File: src/rtl/controle_neander_pit.sv
// ---------------------------------------------------------------------------
// ControleNeanderPit -- control unit for the extended 8-bit Neander
// accumulator machine (PC, REM, AC, ROM/RAM memory, ALU).
//
// It steps through fetch, operand read and execute for eleven instructions.
// It also keeps the N/Z flag registers, a halt state that can be restarted,
// and a counter of retired instructions.
//
// Ports
//   clk       : system clock, every register updates on the rising edge
//   rst       : asynchronous, active-low reset
//   inst_in   : opcode nibble, taken from memory dout[7:4]
//   alu_res   : ALU result (AC D-input), used to update N/Z when AC loads
//   go        : restart request, only looked at while halted
//   selPC     : PC mux select (1 = PC+1, 0 = memory dout)
//   enPC      : PC load enable
//   selMEM    : address mux select (1 = PC, 0 = REM)
//   enREM     : REM load enable
//   write     : memory write strobe
//   opULA     : ALU operation (000 pass, 001 add, 010 or, 011 and, 100 not)
//   enAC      : AC load enable
//   flag_n    : registered negative flag
//   flag_z    : registered zero flag
//   halted    : high while the machine sits in HALT
//   oEA       : current state code, for debugging
//   inst_cnt  : retired-instruction counter, wraps modulo 2^CNT_W
// ---------------------------------------------------------------------------
module controle_neander_pit #(
   parameter int CNT_W = 8
) (
   input  logic             clk,
   input  logic             rst,
   input  logic [3:0]       inst_in,
   input  logic [7:0]       alu_res,
   input  logic             go,
   output logic             selPC,
   output logic             enPC,
   output logic             selMEM,
   output logic             enREM,
   output logic             write,
   output logic [2:0]       opULA,
   output logic             enAC,
   output logic             flag_n,
   output logic             flag_z,
   output logic             halted,
   output logic [3:0]       oEA,
   output logic [CNT_W-1:0] inst_cnt
);

   typedef enum logic [3:0] {
      S_FETCH = 4'd0,
      S_OPER  = 4'd1,
      S_JTAKE = 4'd2,
      S_JSKIP = 4'd3,
      S_LDA   = 4'd4,
      S_ADD   = 4'd5,
      S_OR    = 4'd6,
      S_AND   = 4'd7,
      S_STA   = 4'd8,
      S_NOT   = 4'd9,
      S_HALT  = 4'd15
   } state_t;

   localparam logic [3:0] OP_NOP = 4'b0000;
   localparam logic [3:0] OP_STA = 4'b0001;
   localparam logic [3:0] OP_LDA = 4'b0010;
   localparam logic [3:0] OP_ADD = 4'b0011;
   localparam logic [3:0] OP_OR  = 4'b0100;
   localparam logic [3:0] OP_AND = 4'b0101;
   localparam logic [3:0] OP_NOT = 4'b0110;
   localparam logic [3:0] OP_JMP = 4'b1000;
   localparam logic [3:0] OP_JN  = 4'b1001;
   localparam logic [3:0] OP_JZ  = 4'b1010;

   state_t           state_q, state_d;
   logic [3:0]       ir_q;
   logic             flagN_q, flagZ_q;
   logic [CNT_W-1:0] instCnt_q;
   logic             retire;

   // State register. An asynchronous reset aborts any instruction in
   // progress and puts the machine back at FETCH.
   always_ff @(posedge clk or negedge rst) begin
      if (!rst) begin
         state_q <= S_FETCH;
      end else begin
         state_q <= state_d;
      end
   end

   // Next-state decode. The opcode is decoded straight from memory during
   // FETCH, so single-cycle NOP and two-cycle jumps need no extra decode
   // state. The OPER state dispatches on the latched IR, because by then
   // memory shows the operand byte. Conditional jumps use the flags as
   // registered at this edge. "retire" marks the final edge of every
   // non-HLT instruction.
   always_comb begin
      state_d = S_HALT;
      retire  = 1'b0;
      case (state_q)
         S_FETCH: begin
            case (inst_in)
               OP_NOP: begin
                  state_d = S_FETCH;
                  retire  = 1'b1;
               end
               OP_NOT:  state_d = S_NOT;
               OP_JMP:  state_d = S_JTAKE;
               OP_JN:   state_d = flagN_q ? S_JTAKE : S_JSKIP;
               OP_JZ:   state_d = flagZ_q ? S_JTAKE : S_JSKIP;
               OP_STA, OP_LDA, OP_ADD, OP_OR, OP_AND: state_d = S_OPER;
               default: state_d = S_HALT;
            endcase
         end
         S_OPER: begin
            case (ir_q)
               OP_LDA:  state_d = S_LDA;
               OP_ADD:  state_d = S_ADD;
               OP_OR:   state_d = S_OR;
               OP_AND:  state_d = S_AND;
               OP_STA:  state_d = S_STA;
               default: state_d = S_HALT;
            endcase
         end
         S_JTAKE, S_JSKIP, S_LDA, S_ADD, S_OR, S_AND, S_STA, S_NOT: begin
            state_d = S_FETCH;
            retire  = 1'b1;
         end
         S_HALT: begin
            state_d = go ? S_FETCH : S_HALT;
         end
         default: begin
            state_d = S_HALT;
         end
      endcase
   end

   // Output decode. The outputs depend only on the state, and every output
   // is forced low while reset is held. This blocks a write strobe as soon
   // as reset falls, instead of waiting for the state register to settle.
   always_comb begin
      selPC  = 1'b0;
      enPC   = 1'b0;
      selMEM = 1'b0;
      enREM  = 1'b0;
      write  = 1'b0;
      opULA  = 3'b000;
      enAC   = 1'b0;
      halted = 1'b0;
      if (rst) begin
         case (state_q)
            S_FETCH: begin
               selMEM = 1'b1;
               selPC  = 1'b1;
               enPC   = 1'b1;
            end
            S_OPER: begin
               selMEM = 1'b1;
               selPC  = 1'b1;
               enPC   = 1'b1;
               enREM  = 1'b1;
            end
            S_JTAKE: begin
               selMEM = 1'b1;
               enPC   = 1'b1;
            end
            S_JSKIP: begin
               selPC  = 1'b1;
               enPC   = 1'b1;
            end
            S_LDA: begin
               opULA  = 3'b000;
               enAC   = 1'b1;
            end
            S_ADD: begin
               opULA  = 3'b001;
               enAC   = 1'b1;
            end
            S_OR: begin
               opULA  = 3'b010;
               enAC   = 1'b1;
            end
            S_AND: begin
               opULA  = 3'b011;
               enAC   = 1'b1;
            end
            S_STA: begin
               write  = 1'b1;
            end
            S_NOT: begin
               opULA  = 3'b100;
               enAC   = 1'b1;
            end
            S_HALT: begin
               halted = 1'b1;
            end
            default: begin
               halted = 1'b0;
            end
         endcase
      end
   end

   // Instruction register. It captures the opcode nibble on every FETCH
   // edge, so OPER can dispatch after memory has moved on to the operand.
   always_ff @(posedge clk or negedge rst) begin
      if (!rst) begin
         ir_q <= 4'd0;
      end else if (state_q == S_FETCH) begin
         ir_q <= inst_in;
      end
   end

   // N/Z flags. They follow the value that AC is loading, and they only
   // change on an edge where AC actually loads.
   always_ff @(posedge clk or negedge rst) begin
      if (!rst) begin
         flagN_q <= 1'b0;
         flagZ_q <= 1'b1;
      end else if (enAC) begin
         flagN_q <= alu_res[7];
         flagZ_q <= (alu_res == 8'd0);
      end
   end

   // Retired-instruction counter. It wraps freely at its width.
   always_ff @(posedge clk or negedge rst) begin
      if (!rst) begin
         instCnt_q <= '0;
      end else if (retire) begin
         instCnt_q <= instCnt_q + CNT_W'(1);
      end
   end

   assign flag_n   = flagN_q;
   assign flag_z   = flagZ_q;
   assign oEA      = state_q;
   assign inst_cnt = instCnt_q;

endmodule

File: config.mk
export PLATFORM = sky130hd
export DESIGN_NAME = controle_neander_pit
export DESIGN_NICKNAME = d
export VERILOG_FILES = /design/src/rtl/controle_neander_pit.sv
export SDC_FILE = /design/constraint.sdc
export NUM_CORES = 1
export LEC_CHECK = 0
export BUFFER_PORTS_ARGS = -buffer_cell sky130_fd_sc_hd__buf_2
export CAP_MARGIN = 10
export CORE_MARGIN = 4
export CORE_UTILIZATION = 43
export DETAILED_ROUTE_END_ITERATION = 16
export GPL_TIMING_DRIVEN = 0
export PLACE_DENSITY = 0.74
export RECOVER_POWER = 50
export SLEW_MARGIN = 30
export SYNTH_ARGS = -nofsm -noshare
export SYNTH_HDL_FRONTEND = slang
export SYNTH_SLANG_ARGS = --single-unit
File: constraint.sdc
create_clock -name clk -period 1.8 [get_ports clk]
set_clock_uncertainty 0.2 [all_clocks]
set_input_delay 0.18 -clock clk [delete_from_list [all_inputs] [get_ports clk]]
set_output_delay 0.18 -clock clk [all_outputs]
set_load 0.1 [all_outputs]
### Yosys cells after proc, flatten, opt, wreduce, memory -nomap -nowiden

Index checks and enable logic that the tools add are counted.

* input port bits: 15
* output and inout port bits: 24
* word-level logic and storage cells: 63
* register bits after elaboration: 18

* equality and inequality tests: 24
* reductions and logical operators: 9
* mux-type cells: 24
* add/sub/neg operators: 1

Operator list (number)
* $eq 4x3->1 const B: 9
* $eq 4x2->1 const B: 6
* $eq 4x4->1 const B: 6
* $pmux 4 s6: 1
* $pmux 4 s5: 1
* $mux 1: 17
* $pmux 4 s4: 1
* $eq 4x1->1 const B: 3
* $pmux 3 s4: 1
* $reduce_or 5->1: 2
* $add 8x1->8 const B: 1
* $logic_not 4->1: 2
* $logic_not 8->1: 1
* $reduce_or 8->1: 1
* $reduce_or 3->1: 2
* $mux 4: 1
* $reduce_or 4->1: 1
* $mux 3: 1
* $pmux 1 s2: 1

### Logic depth before layout (Yosys ltp)

Gate-level depths: netlist (run 1).

* depth in word-level cells: 4
* mapped depth: 5
* depth with buffers taken out: 4

### Worst setup path after synthesis (run 1)

OpenSTA, ideal clock, no wires.

* kind: flip-flop to flip-flop
* from: register state_q[1] (netlist: oEA[1])
* to: register flagN_q (netlist: flag_n)
* stages on the path, launching flop included: 6
* period minus slack after synthesis: 5.460 ns
* arrival: 5.133 ns
* slack: -3.660 ns
* buffers on the path: 1
* setup time: 0.127 ns
* path through: dfrtp_1 clkbuf_1 nand2b_1 nor3_1 or2_0 mux2_2

* cells in the longest elaborated chain, start to end: 4
* elaborated cells on any way between the ends: 8
* classes of those cells: eq/ne: 5; mux: 2; reduce/logical: 1

RTL lines
* start: declaration: line 75 `state_t state_q, state_d;`
* start signal: assignment: line 87 `state_q <= state_d;`
* $eq 4x4->1 or $eq 4x3->1 (tied branches): line 151 `case (state_q)`
* $reduce_or 5->1 (no line) (*)
* $mux 1 (*): line 151
* $mux 1 (*): line 150 `if (rst) begin`
* named net enAC: line 42 `output logic enAC,`
* end signal: assignment: line 221 `flagN_q <= alu_res[7];`
* end: declaration: line 77 `logic flagN_q, flagZ_q;`

Mark *: on every way through the listed nets, which the timed path passes. The rest lies on a longest branch.
A chain may end at the register's enable or synchronous reset.

### Worst setup path after layout (run 1)

* from: register state_q[2] (netlist: oEA[2])
* to: register instCnt_q[1] (netlist: inst_cnt[1])

* cells in the longest elaborated chain, start to end: 3
* elaborated cells on any way between the ends: 11
* classes of those cells: eq/ne: 8; mux: 1; reduce/logical: 2

RTL lines
* $eq 4x4->1 (tied with other cells): line 100 `case (state_q)`
* $reduce_or 8->1: line 100
* $pmux 1 s2 (*): line 100
* end signal: assignment: line 231 `instCnt_q <= instCnt_q + CNT_W'(1);`
* end: declaration: line 78 `logic [CNT_W-1:0] instCnt_q;`

Every way passes the cells marked *; elsewhere a longest branch is shown, timed or not.

==> results.toml, run 1 <==
[final_layout]
post-route-cell-area_sq_um = 1830
fin_util_pct = 81.0
layout_common_cells = "sky130_fd_sc_hd__buf_2 (21), sky130_fd_sc_hd__dfrtp_1 (13), sky130_fd_sc_hd__buf_12 (9), sky130_fd_sc_hd__buf_4 (9)"
antenna_cells = 0
regArea_sq_um = 467
multiInputGateArea_sq_um = 742
drive_above_1_share_pct = 60.0
fillCellCount = 124
finalNetCount = 177
final_common_cell = "sky130_fd_sc_hd__buf_2"
area.growth.synth_to_final_pct = 77.0

[flow_run]
drv_cap = 0

[die]
fp.coreArea_sq_um = 2250
fp.dieArea_sq_um = 3250
initial_utilization_pct = 45.8
die_w_microns = 57.0
row_count = 17
die-height_microns = 57.0
ioPinCount = 39

[place]
detailed_place.area_sq_um = 1410
routabilityCongestion = 0.760
portBuffers = 38
hpwlAfterDp_microns = 1810

[setup_path]
critPathCaptureType = "register"
critical_path_depth = 4
worst-path-max-fanout = 8
critical_path.reg2reg.startpoint = "oEA[2]"
critPathArrivalTime_ps = 1950
worst_r2r_path_depth = 4
cp.required_ps = 1800
reg2reg_to = "inst_cnt[1]"
cp_slowest_cell = "sky130_fd_sc_hd__dfrtp_4"
setup.worst_path.class = "register to register"
timing.critical_path.cells = "or3_4 -> a22oi_4 -> buf_12 -> mux2_4"
buffers_and_inverters_on_the_worst_path = 1
critical_path.max_stage_delay_ps = 560
worstSetupStartpoint = "oEA[2]"
rrSetupSlack_ps = -150
cp-start-kind = "register"
worst_setup_path_end = "inst_cnt[1]"
crit_family = "flip-flops"

[route]
post-route-drc-count = 0
drtAntennaViolNets = 0
detail_route.vias_per_cell = 5.62
routed_wl_per_cell_microns = 18.1
wl_microns = 3400
detail_route.iter0.violations = 37
detail_route.first_pass.iterations = 4
vias_post_dr = 1056

[global_routing]
initial_antenna_violation_count = 0
global_route.usage.total_pct = 19.2
grt_overflow_total = 0
wire_length_of_the_first_global_routing_pass_microns = 4910
grt_pass1_vias = 1005
grt_start_max_net_pins = 19

[sta]
max_freq_ghz = 0.514
postLayoutSetupSlackWorst_ps = -145
timing.final.crit_period_ps = 1950
relSlewSlack_pct = 44.6
holdWs_ps = 17.0
tightestPinTransition_ps = 829
finalCritPeriodShare_pct = 108
finalHoldViolations = 0
setup_viol_count_final = 16
drv_slew = 0
rsz0062_at_grt = "true"

[logic_synthesis]
synthesis.area_sq_um = 1030
postSynthCellCount = 100
synth-seq-area-share_pct = 43.8
postSynthRegisterBits = 18
synth_async_sr_flop_share_pct = 100
synth_top_family_by_area = "simple AND/OR/NAND/NOR gates"
synthXorXnorAreaFrac_pct = 6.79
synthAdderAreaFrac_pct = 1.21
synth-edff-count = 0
synth_simple_gate_area_share_pct = 23.6
synth_net_count = 116
synth-compound-area-share_pct = 13.5
yosysUniqueCellTypes = 35
synth-warning-count = 0
syn-mean-instance-area_sq_um = 10.3
post_synth_mux_area_share_pct = 7.52
synthFlopType = "sky130_fd_sc_hd__dfrtp_1"

[status]
outcome = "finished, violations left"
failing_checks = "negative setup slack"

[cts]
clock_tree.root_cell = "sky130_fd_sc_hd__clkbuf_4"
cts_tree = "yes"
cts.sinks = 18
max-clock-path-buffers = 2
htree_levels = 1
path_clk_slew_ps = 110
tritoncts.num_buffers = 3
worst_skew_pair.late_latency_ps = 300

[min_path]
timing.hold.worst.start = "inst_in[3]"
min-delay-path-class = "input pin to register"
## worst register-to-register path: stages, from the launching register on
cell and delay (ps):
sky130_fd_sc_hd__dfrtp_4 560, sky130_fd_sc_hd__or3_4 420, sky130_fd_sc_hd__a22oi_4 200, sky130_fd_sc_hd__buf_12 170
sky130_fd_sc_hd__mux2_4 300
## worst min path at each step
stage	cells past startpoint	slack, ps	endpoint
finish	3	20	oEA[1]
global route	3	20	oEA[1]
CTS	3	2	oEA[1]
detailed placement	1	-30	inst_cnt[4]
global placement	1	-40	inst_cnt[4]
floorplan	0	-320	flag_n
## metrics by stage
step	cells	TNS, ps	setup slack [ps]
finish	188	-1090	-145
global route	188	-1850	-175
CTS	184	-532	-105
detailed placement	166	-4510	-575
global placement	166	-4020	-534
floorplan	100	-10770	-1150
## synthesized netlist by cell type, drive strengths merged, types with 3 or more instances
master | count | area (sq um)
xnor2 | 3 | 26.3
nor3 | 4 | 20.0
nor2 | 6 | 22.5
dfrtp | 17 | 425
nand2 | 10 | 37.5
xor2 | 5 | 43.8
mux2 | 6 | 67.6
nor4 | 6 | 58.8
inv | 3 | 11.3
a21oi | 4 | 20.0
nand3 | 4 | 20.0
o21ai | 6 | 30.0
## sequential cells by signal, indices dropped and copies added, names as in the netlist
name,count
flag_n,1
flag_z,1
inst_cnt,8
ir_q,4
oEA,4
## routing by layer
| layer | vias to the layer above | wire length (microns) | GRT usage (%) |
|---|---|---|---|
| met2 | 41 | 1830 | 33.4 |
| met4 | 0 | 108 | 6.29 |
| met3 | 12 | 180 | 3.62 |
| li1 | 484 | - | - |
| met1 | 519 | 1280 | 23.8 |
| met5 | - | 0 | 0 |
## cells by family (layout without fill, tap and decap cells)
logic type      after synthesis  count (layout)
simple gates                 41              41
mux                           7               7
compound gates               19              19
flops                        18              18
buf+inv                       6              66
xor+xnor                      8               8
fa+ha+maj                     1               1
## cell type report
type	instances	area share, %
Timing Repair Buffer	59	29.1
Tap cell	28	1.92
Multi-Input combinational cell	76	40.6
Inverter	3	0.822
Clock buffer	4	1.99
Sequential cell	18	25.5
## what timing repair did
item	4_1_cts	5_1_grt
endpoints found under the setup margin	26	28
resized for setup	42	21
buffers inserted	10	4
pin swaps	8	7
hold endpoints to repair	21	1
hold buffers	7	2
Power of run 1 is left out: the tool's default activity adds up to more than one toggle a clock period on the data nets, which glitch-free logic cannot reach.
==> inputs of run 2 (changes only) <==
Clock period 1.8 ns to 1.7 ns, I/O delays scaled along.
==> results.toml, run 2 (same netlist as run 1, synthesis figures left out) <==
[status]
outcome = "finished, violations left"
failing_checks = "negative setup slack"

[route]
post-route-drc-count = 0
drtAntennaViolNets = 0
routed_wl_per_cell_microns = 20.3
detail_route.iter0.violations = 39
detail_route.vias_per_cell = 5.69
wl_microns = 4000
detail_route.first_pass.iterations = 4
vias_post_dr = 1120

[final_layout]
regArea_sq_um = 467
area.growth.synth_to_final_pct = 88.8
drive_above_1_share_pct = 61.5
stdcell_count = 197
multiInputGateArea_sq_um = 759
final_common_cell = "sky130_fd_sc_hd__buf_2"
layout_common_cells = "sky130_fd_sc_hd__buf_2 (25), sky130_fd_sc_hd__dfrtp_1 (13), sky130_fd_sc_hd__buf_4 (13)"
finalNetCount = 186
flip_flop_count_of_the_largest_register_after_layout = 8
fillCellCount = 107
antenna_cells = 0

[sta]
finalHoldViolations = 0
postLayoutSetupSlackWorst_ps = -242
max_freq_ghz = 0.515
drv_slew = 0
tightestPinTransition_ps = 821
timing.final.crit_period_ps = 1940
relSlewSlack_pct = 45.1
finalCritPeriodShare_pct = 114
holdWs_ps = 17.9
setup_viol_count_final = 27
rsz0062_at_grt = "true"
setup_total_negative_slack_ps = -3150

[setup_path]
critPathCaptureType = "output pin"
cp-start-kind = "register"
critical_path.reg2reg.startpoint = "oEA[2]"
worstSetupStartpoint = "oEA[1]"
setup.worst_path.class = "register to output pin"
critPathArrivalTime_ps = 1570
worst-path-max-fanout = 6
cp.required_ps = 1330

[flow_run]
drv_cap = 0

[die]
die-height_microns = 57.0
row_count = 17
initial_utilization_pct = 45.8
fp.coreArea_sq_um = 2250
fp.dieArea_sq_um = 3250
die_w_microns = 57.0
ioPinCount = 39

[cts]
htree_levels = 1
worst_skew_pair.late_latency_ps = 310
max-clock-path-buffers = 2
path_clk_slew_ps = 110
cts.sinks = 18
cts_tree = "yes"
clock_tree.root_cell = "sky130_fd_sc_hd__clkbuf_4"
tritoncts.num_buffers = 3

[global_routing]
wire_length_of_the_first_global_routing_pass_microns = 5550
grt_pass1_vias = 1095
grt_start_max_net_pins = 19
initial_antenna_violation_count = 0
grt_overflow_total = 0
global_route.usage.total_pct = 22.2

[place]
routabilityCongestion = 0.798
hpwlAfterDp_microns = 1810
portBuffers = 38
dpl.cell_count = 166

[min_path]
min-delay-path-class = "input pin to register"
timing.hold.worst.start = "inst_in[0]"
-- run 2: path summary, 6_finish.rpt --
kind                               endpoint  slack [ps]  depth (start not counted)
worst max-delay path                   enAC        -240                          4
worst min-delay path                ir_q[0]          20                          2
worst max register to register  inst_cnt[1]        -200                          4
worst min register to register  inst_cnt[7]         280                          1
max in group asynchronous            oEA[0]         150                          2
min in group asynchronous       inst_cnt[7]         530                          2
-- run 2: final cells by class --
| type | count | share of cell area (%) |
|---|---|---|
| Multi-Input combinational cell | 76 | 39.0 |
| Timing Repair Buffer | 68 | 32.7 |
| Sequential cell | 18 | 23.9 |
| Clock buffer | 4 | 1.86 |
| Tap cell | 28 | 1.80 |
| Inverter | 3 | 0.770 |
-- run 2: stage by stage --
stage               util [%]  cell area (sq um)  worst slack, ps
global route            86.5               1950             -298
floorplan                  -               1200            -1250
finish                  86.5               1950             -242
global placement        63.1               1420             -629
CTS                     81.5               1840             -196
detailed placement      63.1               1420             -671
-- run 2: what timing repair did --
action | 4_1_cts | 5_1_grt
setup endpoints to repair | 27 | 29
endpoints found under the hold margin | 22 | 0
gates resized for setup | 60 | 13
setup buffers | 12 | 8
pin swaps | 12 | 7
hold buffers | 10 | 0
-- run 2: routing by layer --
metal / share of wire, % / up-vias / wire, microns / GRT usage, %
met5: 0 / - / 0 / 0
met4: 1.6 / 0 / 64 / 8.28
met3: 5.2 / 10 / 207 / 4.30
met2: 55 / 51 / 2190 / 38.8
met1: 39 / 558 / 1540 / 27.0
li1: - / 501 / - / -
-- run 2: critical path, stage by stage (launching register included) --
cell and delay (ps):
sky130_fd_sc_hd__dfrtp_4 550, sky130_fd_sc_hd__nand2b_4 180, sky130_fd_sc_hd__nor3_4 180, sky130_fd_sc_hd__or2_4 180, sky130_fd_sc_hd__buf_12 170
Power of run 2 is left out for the same reason.
==> inputs of run 3 (changes only) <==
Settings changed: PLACE_DENSITY 0.74 to default, PLACE_DENSITY_LB_ADDON from default to 0.05.
==> results.toml, run 3 (same netlist as run 1, synthesis figures left out) <==
[status]
failing_checks = "negative setup slack"
outcome = "finished, violations left"

[cts]
path_clk_slew_ps = 120
cts_tree = "yes"
tritoncts.num_buffers = 3
clock_tree.root_cell = "sky130_fd_sc_hd__clkbuf_4"
worst_skew_pair.late_latency_ps = 300
htree_levels = 1
cts.sinks = 18
max-clock-path-buffers = 2

[global_routing]
grt_start_max_net_pins = 18
grt_pass1_vias = 1031
initial_antenna_violation_count = 0
grt_overflow_total = 0
global_route.usage.total_pct = 20.0
wire_length_of_the_first_global_routing_pass_microns = 5110

[route]
detail_route.first_pass.iterations = 4
post-route-drc-count = 0
detail_route.vias_per_cell = 5.47
drtAntennaViolNets = 0
wl_microns = 3540
routed_wl_per_cell_microns = 17.6
vias_post_dr = 1100
detail_route.iter0.violations = 47

[die]
row_count = 17
ioPinCount = 39
fp.coreArea_sq_um = 2250
initial_utilization_pct = 45.8
die-height_microns = 57.0
die_w_microns = 57.0
fp.dieArea_sq_um = 3250

[sta]
finalCritPeriodShare_pct = 115
relSlewSlack_pct = 45.8
setup_viol_count_final = 24
rsz0062_at_grt = "true"
postLayoutSetupSlackWorst_ps = -247
tightestPinTransition_ps = 810
timing.final.crit_period_ps = 1950
setup_total_negative_slack_ps = -3790
finalHoldViolations = 0
max_freq_ghz = 0.514
drv_slew = 0

[setup_path]
critical_path.reg2reg.startpoint = "oEA[2]"
buffers_and_inverters_on_the_worst_path = 2
rrSetupSlack_ps = -240
worst_r2r_path_depth = 5
critical_path_depth = 5
cp.required_ps = 1330
setup.worst_path.class = "register to output pin"
worst-path-max-fanout = 6
cp-start-kind = "register"
worstSetupStartpoint = "oEA[3]"
worst_setup_path_end = "enAC"
reg2reg_to = "inst_cnt[7]"
critPathArrivalTime_ps = 1580
cp_slowest_cell = "sky130_fd_sc_hd__dfrtp_4"
timing.critical_path.cells = "buf_4 -> nand2_4 -> nor3_4 -> or2_4 -> buf_12"
crit_family = "flip-flops"
critPathCaptureType = "output pin"
critical_path.max_stage_delay_ps = 560

[place]
detailed_place.area_sq_um = 1420
routabilityCongestion = 0.737
hpwlAfterDp_microns = 1740
dp_worst_setup_slack_ps = -652
dpl.cell_count = 166
portBuffers = 38

[final_layout]
flip_flop_count_of_the_largest_register_after_layout = 8
antenna_cells = 0
regArea_sq_um = 467
area.growth.synth_to_final_pct = 90.4
multiInputGateArea_sq_um = 743
fillCellCount = 109
post-route-cell-area_sq_um = 1970
finalNetCount = 190
final_common_cell = "sky130_fd_sc_hd__buf_2"
stdcell_count = 201
drive_above_1_share_pct = 59.5
layout_common_cells = "sky130_fd_sc_hd__buf_2 (22), sky130_fd_sc_hd__dfrtp_1 (13), sky130_fd_sc_hd__dlygate4sd3_1 (12), sky130_fd_sc_hd__buf_6 (12), sky130_fd_sc_hd__buf_4 (11)"

[flow_run]
drv_cap = 0

[min_path]
min-delay-path-class = "input pin to register"
## run 3: worst reg2reg max path: stages, from the launching register on
cell                      delay [ps]
sky130_fd_sc_hd__dfrtp_4         570
sky130_fd_sc_hd__or3_4           400
sky130_fd_sc_hd__a22oi_4         320
sky130_fd_sc_hd__buf_6           170
sky130_fd_sc_hd__nor4_4           30
sky130_fd_sc_hd__xor2_1          150
## run 3: worst min path at each step
stage                from       to  slack (ps)  cells after the start
2_1_floorplan         rst   flag_n        -330                      0
3_3_place_gp          rst   oEA[0]         -40                      1
3_5_place_dp          rst   flag_n         -30                      1
4_1_cts        inst_in[0]  ir_q[0]           6                      2
5_1_grt        inst_in[0]  ir_q[0]          20                      2
6_report       inst_in[0]  ir_q[0]          20                      2
## run 3: area by class of cell
| class | instances | area share [%] |
|---|---|---|
| Tap cell | 28 | 1.78 |
| Sequential cell | 18 | 23.7 |
| Clock buffer | 4 | 1.85 |
| Multi-Input combinational cell | 76 | 37.8 |
| Timing Repair Buffer | 72 | 34.1 |
| Inverter | 3 | 0.764 |
## run 3: what timing repair did
item / CTS / global route
setup buffers: 14 / 8
hold buffers: 12 / 0
gates cloned: 0 / 0
resized for setup: 59 / 15
endpoints found under the hold margin: 22 / 0
endpoints found under the setup margin: 27 / 30
pin swaps: 8 / 5
## run 3: through the flow
step,hold WS [ps],util [%]
floorplan,-326,-
global placement,-38.6,63.1
detailed placement,-27.7,63.1
CTS,6.46,81.7
global route,23.8,87.2
finish,20.9,87.2
## run 3: routing by layer
layer / part of all wire [%] / vias up / routed length [microns] / GRT usage [%]
met5: 0 / - / 0 / 0
met2: 52 / 44 / 1830 / 34.1
met1: 41 / 529 / 1450 / 26.8
met4: 2.7 / 0 / 95 / 3.97
met3: 4.6 / 12 / 162 / 3.62
li1: - / 515 / - / -
Power of run 3 is left out for the same reason.
